**config.mk**
```make
export PLATFORM = sky130hd
export DESIGN_NAME = vga_timing_gen
export DESIGN_NICKNAME = d
export VERILOG_FILES = /design/src/rtl/vga_timing_pkg.sv /design/src/rtl/pix_strobe_div.sv /design/src/rtl/vga_timing_gen.sv
export SDC_FILE = /design/constraint.sdc
export NUM_CORES = 1
export LEC_CHECK = 0
export BUFFER_PORTS_ARGS = -buffer_cell sky130_fd_sc_hd__buf_2
export CORE_MARGIN = 8
export CORE_UTILIZATION = 55
export DETAILED_ROUTE_END_ITERATION = 8
export PLACE_DENSITY = 0.76
export SYNTH_ARGS = -nofsm -noshare
export SYNTH_HDL_FRONTEND = slang
export SYNTH_HIERARCHICAL = 1
export SYNTH_SLANG_ARGS = --single-unit
export TNS_END_PERCENT = 1
```
**constraint.sdc**
```tcl
create_clock -name clk_in -period 1.9 [get_ports clk_in]
set_input_delay 0.19 -clock clk_in [delete_from_list [all_inputs] [get_ports clk_in]]
set_output_delay 0.19 -clock clk_in [all_outputs]
set_load 0.05 [all_outputs]
```
**src/rtl/vga_timing_pkg.sv**
```systemverilog
// vga_timing_pkg: raster timing presets, counter widths and a line/frame total helper.
package vga_timing_pkg;
   localparam int X_W = 11;
   localparam int Y_W = 10;
   // 800x600@72 from a 50 MHz board clock
   localparam int   SVGA_H_ACT   = 800;
   localparam int   SVGA_H_FP    = 56;
   localparam int   SVGA_H_SYNC  = 120;
   localparam int   SVGA_H_BP    = 64;
   localparam int   SVGA_V_ACT   = 600;
   localparam int   SVGA_V_FP    = 37;
   localparam int   SVGA_V_SYNC  = 6;
   localparam int   SVGA_V_BP    = 23;
   localparam logic SVGA_H_POL   = 1'b1;
   localparam logic SVGA_V_POL   = 1'b1;
   localparam int   SVGA_PIX_DIV = 1;
   // 640x480@60, pixel clock is half the board clock
   localparam int   VGA_H_ACT    = 640;
   localparam int   VGA_H_FP     = 16;
   localparam int   VGA_H_SYNC   = 96;
   localparam int   VGA_H_BP     = 48;
   localparam int   VGA_V_ACT    = 480;
   localparam int   VGA_V_FP     = 10;
   localparam int   VGA_V_SYNC   = 2;
   localparam int   VGA_V_BP     = 33;
   localparam logic VGA_H_POL    = 1'b0;
   localparam logic VGA_V_POL    = 1'b0;
   localparam int   VGA_PIX_DIV  = 2;
   function automatic int total(int act, int fp, int sync, int bp);
      return act + fp + sync + bp;
   endfunction
endpackage

```
**src/rtl/pix_strobe_div.sv**
```systemverilog
// pix_strobe_div: strobes on the clk_in cycle in which a 0..PIX_DIV-1 divider wraps.
module pix_strobe_div #(
   parameter int PIX_DIV = 1
) (
   input  logic clk_in,
   input  logic i_rst_n,
   output logic o_stb
);
   localparam int W = PIX_DIV > 1 ? $clog2(PIX_DIV) : 1;
   localparam logic [W-1:0] LAST = W'(PIX_DIV - 1);
   logic [W-1:0] cnt;
   assign o_stb = cnt == LAST;
   always_ff @(posedge clk_in or negedge i_rst_n)
      if (!i_rst_n) cnt <= '0;
      else cnt <= o_stb ? '0 : cnt + 1'b1;
endmodule

```
**src/rtl/vga_timing_gen.sv**
```systemverilog
// vga_timing_gen: raster counters with registered sync/active/position outputs and frame/vblank pulses.
module vga_timing_gen
   import vga_timing_pkg::*;
#(
   parameter int   H_ACT   = SVGA_H_ACT,
   parameter int   H_FP    = SVGA_H_FP,
   parameter int   H_SYNC  = SVGA_H_SYNC,
   parameter int   H_BP    = SVGA_H_BP,
   parameter int   V_ACT   = SVGA_V_ACT,
   parameter int   V_FP    = SVGA_V_FP,
   parameter int   V_SYNC  = SVGA_V_SYNC,
   parameter int   V_BP    = SVGA_V_BP,
   parameter logic H_POL   = SVGA_H_POL,
   parameter logic V_POL   = SVGA_V_POL,
   parameter int   PIX_DIV = SVGA_PIX_DIV
) (
   input  logic           clk_in,
   input  logic           i_rst_n,
   output logic           o_hsync,
   output logic           o_vsync,
   output logic           o_active,
   output logic [X_W-1:0] o_x,
   output logic [Y_W-1:0] o_y,
   output logic           o_pix_stb,
   output logic           o_frame,
   output logic           o_vblank
);
   localparam int H_TOTAL = total(H_ACT, H_FP, H_SYNC, H_BP);
   localparam int V_TOTAL = total(V_ACT, V_FP, V_SYNC, V_BP);
   if (H_TOTAL > 2048 || V_TOTAL > 1024 || PIX_DIV < 1) begin : g_bad_cfg
      $error("vga_timing_gen: unsupported timing parameters");
   end
   localparam logic [X_W-1:0] HA  = X_W'(H_ACT);
   localparam logic [X_W-1:0] HS0 = X_W'(H_ACT + H_FP);
   localparam logic [X_W-1:0] HS1 = X_W'(H_ACT + H_FP + H_SYNC - 1);
   localparam logic [X_W-1:0] HL  = X_W'(H_TOTAL - 1);
   localparam logic [Y_W-1:0] VA  = Y_W'(V_ACT);
   localparam logic [Y_W-1:0] VS0 = Y_W'(V_ACT + V_FP);
   localparam logic [Y_W-1:0] VS1 = Y_W'(V_ACT + V_FP + V_SYNC - 1);
   localparam logic [Y_W-1:0] VL  = Y_W'(V_TOTAL - 1);
   logic           stb;
   logic [X_W-1:0] hc;
   logic [Y_W-1:0] vc;
   pix_strobe_div #(.PIX_DIV(PIX_DIV)) u_div (
      .clk_in  (clk_in),
      .i_rst_n (i_rst_n),
      .o_stb   (stb)
   );
   // Outputs show the pre-increment counters, so they trail hc/vc by one strobe.
   always_ff @(posedge clk_in or negedge i_rst_n)
      if (!i_rst_n) begin
         hc        <= '0;
         vc        <= '0;
         o_x       <= '0;
         o_y       <= '0;
         o_active  <= 1'b0;
         o_hsync   <= !H_POL;
         o_vsync   <= !V_POL;
         o_pix_stb <= 1'b0;
         o_frame   <= 1'b0;
         o_vblank  <= 1'b0;
      end else begin
         o_pix_stb <= stb;
         o_frame   <= stb && hc == '0 && vc == '0;
         o_vblank  <= stb && hc == '0 && vc == VA;
         if (stb) begin
            o_x      <= hc;
            o_y      <= vc;
            o_active <= hc < HA && vc < VA;
            o_hsync  <= (hc >= HS0 && hc <= HS1) ? H_POL : !H_POL;
            o_vsync  <= (vc >= VS0 && vc <= VS1) ? V_POL : !V_POL;
            hc       <= hc == HL ? '0 : hc + 1'b1;
            if (hc == HL) vc <= vc == VL ? '0 : vc + 1'b1;
         end
      end
endmodule
```
==> results.md, run 1 <==
| Step | Quantity | This run |
|---|---|---|
| status | Status | finished, final reports clean |
| setup path | Critical path startpoint category | flop |
| global routing | Via count of the first global-routing pass | 1524 |
| placed design | Placed cell areas | 2580 um^2 |
| floorplanning | Vertical die dimension | 81.35 um |
| timing | Setup_tns | 0 ns |
| clock network | Clock latency on the worst-skew pair | 0.30 ns |
| synthesis | Cell with the most instances after synthesis | sky130_fd_sc_hd__dfrtp_1 |
| placed design | Global placer's final weighted congestion | 0.8674 |
| timing | Post-layout min period | 1.801 ns |
| synthesis | Number of enable flip-flop cells after synthesis | 0 |
| finish | Final core utilization | 66.91% |
| route | Initial DRC count | 98 |
| power and ir drop | Switching pwr | 829.8 uW |
| floorplanning | Area of the die | 6617 um^2 |
| synthesis | Share of Yosys cell area claimed by the top area cell type | 51.15% |
| finish | Fillcell total | 324 |
| setup path | Data required time at the worst endpoint | 2.09 ns |
| synthesis | Distinct cell type count after synthesis | 50 |
| floorplanning | Initial standard-cell utilization of the core | 57.88% |
| clock network | Root cell of the clock tree | sky130_fd_sc_hd__clkbuf_8 |
| floorplanning | Area of the placeable core | 4058 um^2 |
| placed design | Number of I/O port buffers | 28 |
| global routing | Wire length of the first global-routing pass | 7493 um |
| clock network | Clock transition at the registers of the reported paths | 0.08 ns |
| route | Initial DRT Pass Iterations | 4 |
| clock network | Number of buffers inserted during clock tree synthesis | 5 |
| timing | Number of endpoints failing setup at the final stage | 0 |
| finish | Final cell area excluding filler cells | 2715 um^2 |
| power and ir drop | Maximum resistive drop on vdd | 0.5986 mV |
| power and ir drop | Standby leakage power | 1.347 nW |
| synthesis | Post-synthesis instance area | 2349 um^2 |
| power and ir drop | Sw Ratio | 32.50% |
| timing | Worst slew slack as a fraction of its limit | 65.32% |
| setup path | Critical Setup Path Class | reg -> reg |
| synthesis | Synth area leader | sky130_fd_sc_hd__dfrtp_1 |
| timing | Pins Over Slew Limit | 0 |
| power and ir drop | Final Power | 2.553 mW |
| finish | Net count of the finished layout | 249 |
| global routing | GRT Total Usage | 14.46% |
| setup path | Startpoint of the most critical register-to-register path | hc[0] |
| floorplanning | Chip Width | 81.35 um |
| power and ir drop | Pwr Density | 940.4 nW/um^2 |
| clock network | Clock tree from TritonCTS | yes |
| route | WL/cell | 15.71 um |
| synthesis | Synthesized instance count | 205 |
| synthesis | Ys async rst share | 100.0% |
| setup path | Crit path max fanout | 7 |
| clock network | H-tree levels | 2 |
| global routing | Pin count of the biggest net entering global routing | 49 |
| timing | Layout Skew | 0.005039 ns |
| finish | Share of layout cells above drive strength 1 | 35.12% |
| global routing | Initial antenna violation count | 0 |
| synthesis | Flop and latch count out of synthesis | 48 |
| route | Total Routed Length | 4587 um |
| timing | Measured slew at the worst slew-check pin | 0.5071 ns |
| power and ir drop | Internal power | 1.723 mW |
| finish | Diodes inserted | 0 |
| clock network | Clock Tree Buf Depth | 2 |
| clock network | Sink Count | 48 |
| placed design | Post-DP HPWL | 3185 um |
| synthesis | Mean area per synthesized cell | 11.46 um^2 |
| synthesis | Net count after synthesis | 213 |
| floorplanning | Cell Rows | 23 |
| timing | Tcrit/Tclk final | 94.79% |
| setup path | Element type at the critical path end | flop |
| timing | Fmax | 0.5552 GHz |
| finish | Area grow syn2layout | 15.61% |
| synthesis | Main flop type after synthesis | sky130_fd_sc_hd__dfrtp_1 |
| synthesis | Most frequent cells after synthesis | sky130_fd_sc_hd__dfrtp_1 (48), sky130_fd_sc_hd__mux2_2 (25), sky130_fd_sc_hd__nor2_1 (12) |
| timing | Number of hold violations in the final report | 0 |
| power and ir drop | Power share of the combinational group | 22.7% |
| synthesis | Proportion of synthesized chip area in sequential cells | 51.15% |
| power and ir drop | Share of total power in the clock network | 28.4% |
| route | DRC violations left | 0 |
| setup path | Crit path launch | hc[0] |
| route | Routed vias/inst | 5.661 |
| worst hold path | Worst hold path class | in -> async |
| floorplanning | I/O Pins | 29 |
| power and ir drop | Share of total power in sequential cells | 48.9% |
| setup path | Arrival time of the worst setup path | 1.99 ns |
| synthesis | Top cells by area, synth | sky130_fd_sc_hd__dfrtp_1 (51%), sky130_fd_sc_hd__mux2_2 (12%), sky130_fd_sc_hd__ha_1 (3.2%) |
| global routing | Overflow after GRT | 0 |
| synthesis | Synth Warn # | 6 |
| route | Number of vias in the routed layout | 1653 |
| route | Number of nets with antenna violations after routing | 0 |
| flow run | Number of maximum-capacitance constraint violations | 0 |
## final timing paths
path	endpoint	slack (ns)	depth (start not counted)
max	vc[8]	0.1	5
min	o_vblank	0.39	3
max reg2reg	vc[8]	0.1	5
min reg2reg	o_vblank	0.56	3
max in group asynchronous	o_x[10]	1.29	3
min in group clk_in	o_vblank	0.56	3
## power groups by stage
stage | clock network, mW | registers (mW) | logic, mW
final | 0.724 | 1.25 | 0.580
after global routing | 0.787 | 1.27 | 0.624
after CTS | 0.746 | 1.25 | 0.568
after detailed placement | 0 | 1.27 | 0.564
after global placement | 0 | 1.26 | 0.559
after floorplan | 0 | 1.41 | 0.275
## critical path, stage by stage, from the launching register on
cell	delay [ns]
sky130_fd_sc_hd__dfrtp_1	0.41
sky130_fd_sc_hd__ha_2	0.23
sky130_fd_sc_hd__and4_1	0.26
sky130_fd_sc_hd__nand3_2	0.18
sky130_fd_sc_hd__nor3_1	0.25
sky130_fd_sc_hd__mux2_2	0.35
## flip-flops by register name (all words and copies together), names as in the netlist
| signal | flops |
|---|---|
| o_vblank | 1 |
| o_hsync | 1 |
| vc | 10 |
| o_pix_stb | 1 |
| o_y | 10 |
| hc | 11 |
| o_frame | 1 |
| o_active | 1 |
| o_vsync | 1 |
| o_x | 11 |
## cells by family after synthesis
| family | count (synthesis) | synth area share, % |
|---|---|---|
| AND/OR/NAND/NOR | 65 | 16.20 |
| AO/OA/AOI/OAI | 27 | 8.631 |
| flip-flops | 48 | 51.15 |
| XOR/XNOR | 7 | 2.611 |
| multiplexers | 27 | 12.84 |
| buffers and inverters | 24 | 5.221 |
| adder cells (fa/ha/maj) | 6 | 3.197 |
| other | 1 | 0.1597 |
## through the flow
stage | hold slack [ns] | worst slack, ns | instances
floorplan | -0.1056 | 0.2256 | 205
global placement | 0.1967 | 0.1459 | 281
detailed placement | 0.1987 | 0.09809 | 281
CTS | 0.4078 | 0.06956 | 290
global route | 0.4295 | -0.01136 | 292
finish | 0.3916 | 0.09898 | 292
## cells in the final DEF (no fill, tap or decap), drive strengths merged, types with 7 or more instances in the layout
cell type / n
dfrtp: 48
buf: 45
mux2: 25
nor2: 13
nand2: 11
inv: 7
nor3: 7
nand4: 7
o21ai: 7
## area by class of cell
type                       instances  area (um^2)  area share, %
sequential                        48         1201          44.24
clock inverter                     2        35.03          1.290
tap                               50        62.56          2.304
clock buffer                       6        72.57          2.673
inverter                           7        26.28         0.9677
timing repair buffer              46        290.3          10.69
multi-input combinational        133         1027          37.83
## routing by layer
| layer | track usage [%] | part of all wire [%] | vias up |
|---|---|---|---|
| met5 | 0 | 0 | - |
| met4 | 5.714 | 1.4 | 0 |
| met3 | 5.188 | 7.4 | 7 |
| met2 | 19.89 | 43 | 45 |
| met1 | 20.08 | 48 | 799 |
| li1 | - | - | 802 |
## what timing repair did
| item | 4_1_cts | 5_1_grt |
|---|---|---|
| setup buffers | 0 | 2 |
| endpoints found under the setup margin | 0 | 5 |
| gates resized for setup | 0 | 1 |
| hold buffers | 1 | 0 |
| endpoints found under the hold margin | 48 | 0 |
Note: power is estimated with default switching activity, not from simulation.
==> run 2, diff against run 1 <==
PLACE_DENSITY = 0.77   (was 0.76)
REMOVE_ABC_BUFFERS = 1   (was not set)
SYNTH_HIERARCHICAL = not set   (was 1)
==> run 2 against run 1 <==
First-iteration DRC count increased by 20%. Count of clock-buffer cells in the layout unchanged. Cell count decreased by 13%. Cell area decreased by 14%. Combinational power decreased by 95%. Power decreased by 34%. Hold slack improved by 0.028 ns. Flip-flop and latch count unchanged. Largest cell class unchanged. Die area decreased by 14%. Via count decreased by 16%. Clock power decreased by 12%. Worst setup slack improved by 0.016 ns.
==> results.md, run 2 <==
| Step | Quantity | This run |
|---|---|---|
| timing | Setup WS post-layout | 0.1152 ns |
| synthesis | Proportion of synthesized chip area in sequential cells | 61.66% |
| clock network | Clock transition at the registers of the reported paths | 0.14 ns |
| global routing | Pin count of the biggest net entering global routing | 49 |
| clock network | Clock tree from TritonCTS | yes |
| synthesis | Top cells by area, synth | sky130_fd_sc_hd__dfrtp_1 (62%), sky130_fd_sc_hd__ha_1 (3.9%), sky130_fd_sc_hd__xor2_1 (3.6%) |
| timing | Layout Skew | 0.01730 ns |
| setup path | Critical Setup Path Class | reg -> reg |
| setup path | Data required time at the worst endpoint | 2.15 ns |
| route | Total Routed Length | 3884 um |
| floorplanning | Chip Width | 75.52 um |
| route | Routed vias/inst | 5.445 |
| synthesis | Cell with the most instances after synthesis | sky130_fd_sc_hd__dfrtp_1 |
| power and ir drop | Sw Ratio | 20.27% |
| flow run | Number of maximum-capacitance constraint violations | 0 |
| power and ir drop | Share of total power in sequential cells | 60.8% |
| global routing | Via count of the first global-routing pass | 1420 |
| global routing | Wire length of the first global-routing pass | 6658 um |
| synthesis | Post-synthesis instance area | 1948 um^2 |
| clock network | Sink Count | 48 |
| global routing | Overflow after GRT | 0 |
| setup path | End of the worst register-to-register path | vc[2] |
| route | Initial DRC count | 118 |
| finish | Total area of sequential cells | 1201 um^2 |
| finish | Share of layout cells above drive strength 1 | 27.40% |
| global routing | GRT Total Usage | 15.56% |
| route | Number of vias in the routed layout | 1383 |
| setup path | Element type at the critical path end | flop |
| placed design | Post-DP HPWL | 2799 um |
| timing | Tcrit/Tclk final | 93.93% |
| timing | Fmax | 0.5603 GHz |
| synthesis | Main flop type after synthesis | sky130_fd_sc_hd__dfrtp_1 |
| synthesis | Ys async rst share | 100.0% |
| setup path | Arrival time of the worst setup path | 2.03 ns |
| status | Status | finished, final reports clean |
| setup path | Crit path max fanout | 12 |
| setup path | CP max stage delay | 0.44 ns |
| placed design | Number of I/O port buffers | 28 |
| clock network | H-tree levels | 2 |
| finish | Area grow syn2layout | 19.27% |
| placed design | Place WS | 0.04479 ns |
| power and ir drop | Final Power | 1.683 mW |
| synthesis | Share of Yosys cell area claimed by the top area cell type | 61.66% |
| timing | Setup repair after global routing missed its margin | no |
| setup path | Startpoint of the most critical register-to-register path | hc[1] |
| synthesis | Most frequent cells after synthesis | sky130_fd_sc_hd__dfrtp_1 (48), sky130_fd_sc_hd__nor2_1 (15), sky130_fd_sc_hd__nand2_1 (12), sky130_fd_sc_hd__nand3_1 (12), sky130_fd_sc_hd__inv_1 (9) |
| timing | Measured slew at the worst slew-check pin | 0.5685 ns |
| power and ir drop | Standby leakage power | 1.209 nW |
| timing | Number of endpoints failing setup at the final stage | 0 |
| finish | Fillcell total | 275 |
| worst hold path | Worst hold path class | in -> async |
| clock network | Number of buffers inserted during clock tree synthesis | 5 |
| power and ir drop | Switching pwr | 341.3 uW |
| clock network | Root cell of the clock tree | sky130_fd_sc_hd__clkbuf_4 |
| finish | Diodes inserted | 0 |
| synthesis | Number of enable flip-flop cells after synthesis | 0 |
| global routing | Initial antenna violation count | 0 |
| route | Initial DRT Pass Iterations | 5 |
| floorplanning | Area of the die | 5703 um^2 |
| placed design | Global placer's final weighted congestion | 0.9014 |
| clock network | Clock Tree Buf Depth | 2 |
| timing | Fin Hold WS | 0.4199 ns |
| floorplanning | Cell Rows | 21 |
| synthesis | Flop and latch count out of synthesis | 48 |
| timing | Worst slew slack as a fraction of its limit | 62.10% |
| setup path | Minimum setup slack among reg-to-reg paths | 0.12 ns |
| route | WL/cell | 15.29 um |
| synthesis | Synth area leader | sky130_fd_sc_hd__dfrtp_1 |
| setup path | Cells along the critical path | ha_1, and3_2, nand4_4, nor2_1, mux2_2 |
| timing | Setup_tns | 0 ns |
| finish | Most frequent cells in the layout | sky130_fd_sc_hd__dfrtp_1 (48), sky130_fd_sc_hd__buf_2 (28), sky130_fd_sc_hd__nor2_1 (15), sky130_fd_sc_hd__nand2_1 (12), sky130_fd_sc_hd__nand3_1 (12) |
| setup path | Critical path startpoint category | flop |
| timing | Post-layout min period | 1.785 ns |
| power and ir drop | Share of total power in the clock network | 37.6% |
| setup path | Count of buffering cells on the critical path with inverters included | 0 |
| setup path | Worst r2r path cells | 5 |
| timing | Pins Over Slew Limit | 0 |
| route | Number of nets with antenna violations after routing | 0 |
| synthesis | Mean area per synthesized cell | 11.74 um^2 |
| placed design | Placed cell areas | 2201 um^2 |
| power and ir drop | Power share of the combinational group | 1.6% |
| setup path | Top delay family on crit path | simple AND/OR/NAND/NOR gates |
| finish | Net count of the finished layout | 215 |
| finish | Multi-input combinational cell area | 708.2 um^2 |
| clock network | Clock latency on the worst-skew pair | 0.37 ns |
| setup path | Master of the slowest instance on the critical path | sky130_fd_sc_hd__dfrtp_1 |
| power and ir drop | Maximum resistive drop on vdd | 0.4821 mV |
| finish | Largest registers | hc (11), o_x (11) |
| clock network | Count of buffers added by post-CTS timing repair for setup | 0 |
| timing | Number of hold violations in the final report | 0 |
| synthesis | Synthesized instance count | 166 |
| power and ir drop | Internal power | 1.342 mW |
| route | DRC violations left | 0 |
| floorplanning | Vertical die dimension | 75.52 um |
| floorplanning | I/O Pins | 29 |
| floorplanning | Area of the placeable core | 3363 um^2 |
| synthesis | Distinct cell type count after synthesis | 35 |
| floorplanning | Initial standard-cell utilization of the core | 57.92% |
| finish | Final cell area excluding filler cells | 2323 um^2 |
| synthesis | Synth Warn # | 0 |
| finish | Most frequent standard cell in the layout excluding fill and tap cells | sky130_fd_sc_hd__dfrtp_1 |
| power and ir drop | Pwr Density | 724.5 nW/um^2 |
==> run 2: tightest hold or removal path, stage by stage <==
cell and delay, ns:
sky130_fd_sc_hd__dlygate4sd3_1 0.52, sky130_fd_sc_hd__buf_2 0.09, sky130_fd_sc_hd__buf_4 0.46
==> run 2: worst max path at each step <==
stage | from | end | slack, ns | cells past startpoint
finish | hc[1] | vc[2] | 0.12 | 5
global route | vc[0] | o_frame | 0.02 | 6
CTS | hc[1] | vc[9] | 0.08 | 5
detailed placement | hc[1] | vc[2] | 0.04 | 5
global placement | hc[1] | vc[2] | 0.17 | 5
floorplan | vc[2] | o_vsync | 0.20 | 4
==> run 2: per-stage QoR <==
step | utilization [%] | cells
after floorplan | - | 160
after global placement | 65.44 | 245
after detailed placement | 65.44 | 245
after CTS | 68.68 | 254
after global routing | 69.08 | 254
final | 69.08 | 254
==> run 2: logic make-up after synthesis <==
| family | share of synthesized area (%) |
|---|---|
| AND/OR/NAND/NOR | 18.30 |
| AO/OA/AOI/OAI | 6.744 |
| other | 0.1925 |
| XOR/XNOR | 4.946 |
| multiplexers | 1.156 |
| buffers and inverters | 3.147 |
| adder cells (fa/ha/maj) | 3.853 |
| flip-flops | 61.66 |
==> run 2: layout make-up <==
cell class | instances | share of cell area (%)
clock inverter | 2 | 1.669
timing repair buffer | 40 | 10.02
multi-input combinational | 103 | 30.48
sequential | 48 | 51.70
clock buffer | 6 | 2.208
tap | 46 | 2.477
inverter | 9 | 1.454
==> run 2: repair_timing <==
item,CTS,global route
endpoints found under the hold margin,48,0
resized for setup,1,3
hold buffers,1,0
endpoints found under the setup margin,2,4
pin swaps,0,0
==> run 2: power by group through the flow <==
stage	sequential (mW)	combinational, mW	clock, mW
finish	1.02	0.0271	0.634
floorplan	1.05	0.000171	0
CTS	1.02	0.0286	0.640
global placement	1.04	0.0264	0
detailed placement	1.04	0.0271	0
global route	1.02	0.0325	0.674
==> run 2: layer usage <==
layer	global-route usage, %	share of wire (%)
met1	18.59	43
met2	25.98	48
met3	4.211	7.5
met4	6.183	1.4
met5	0	0
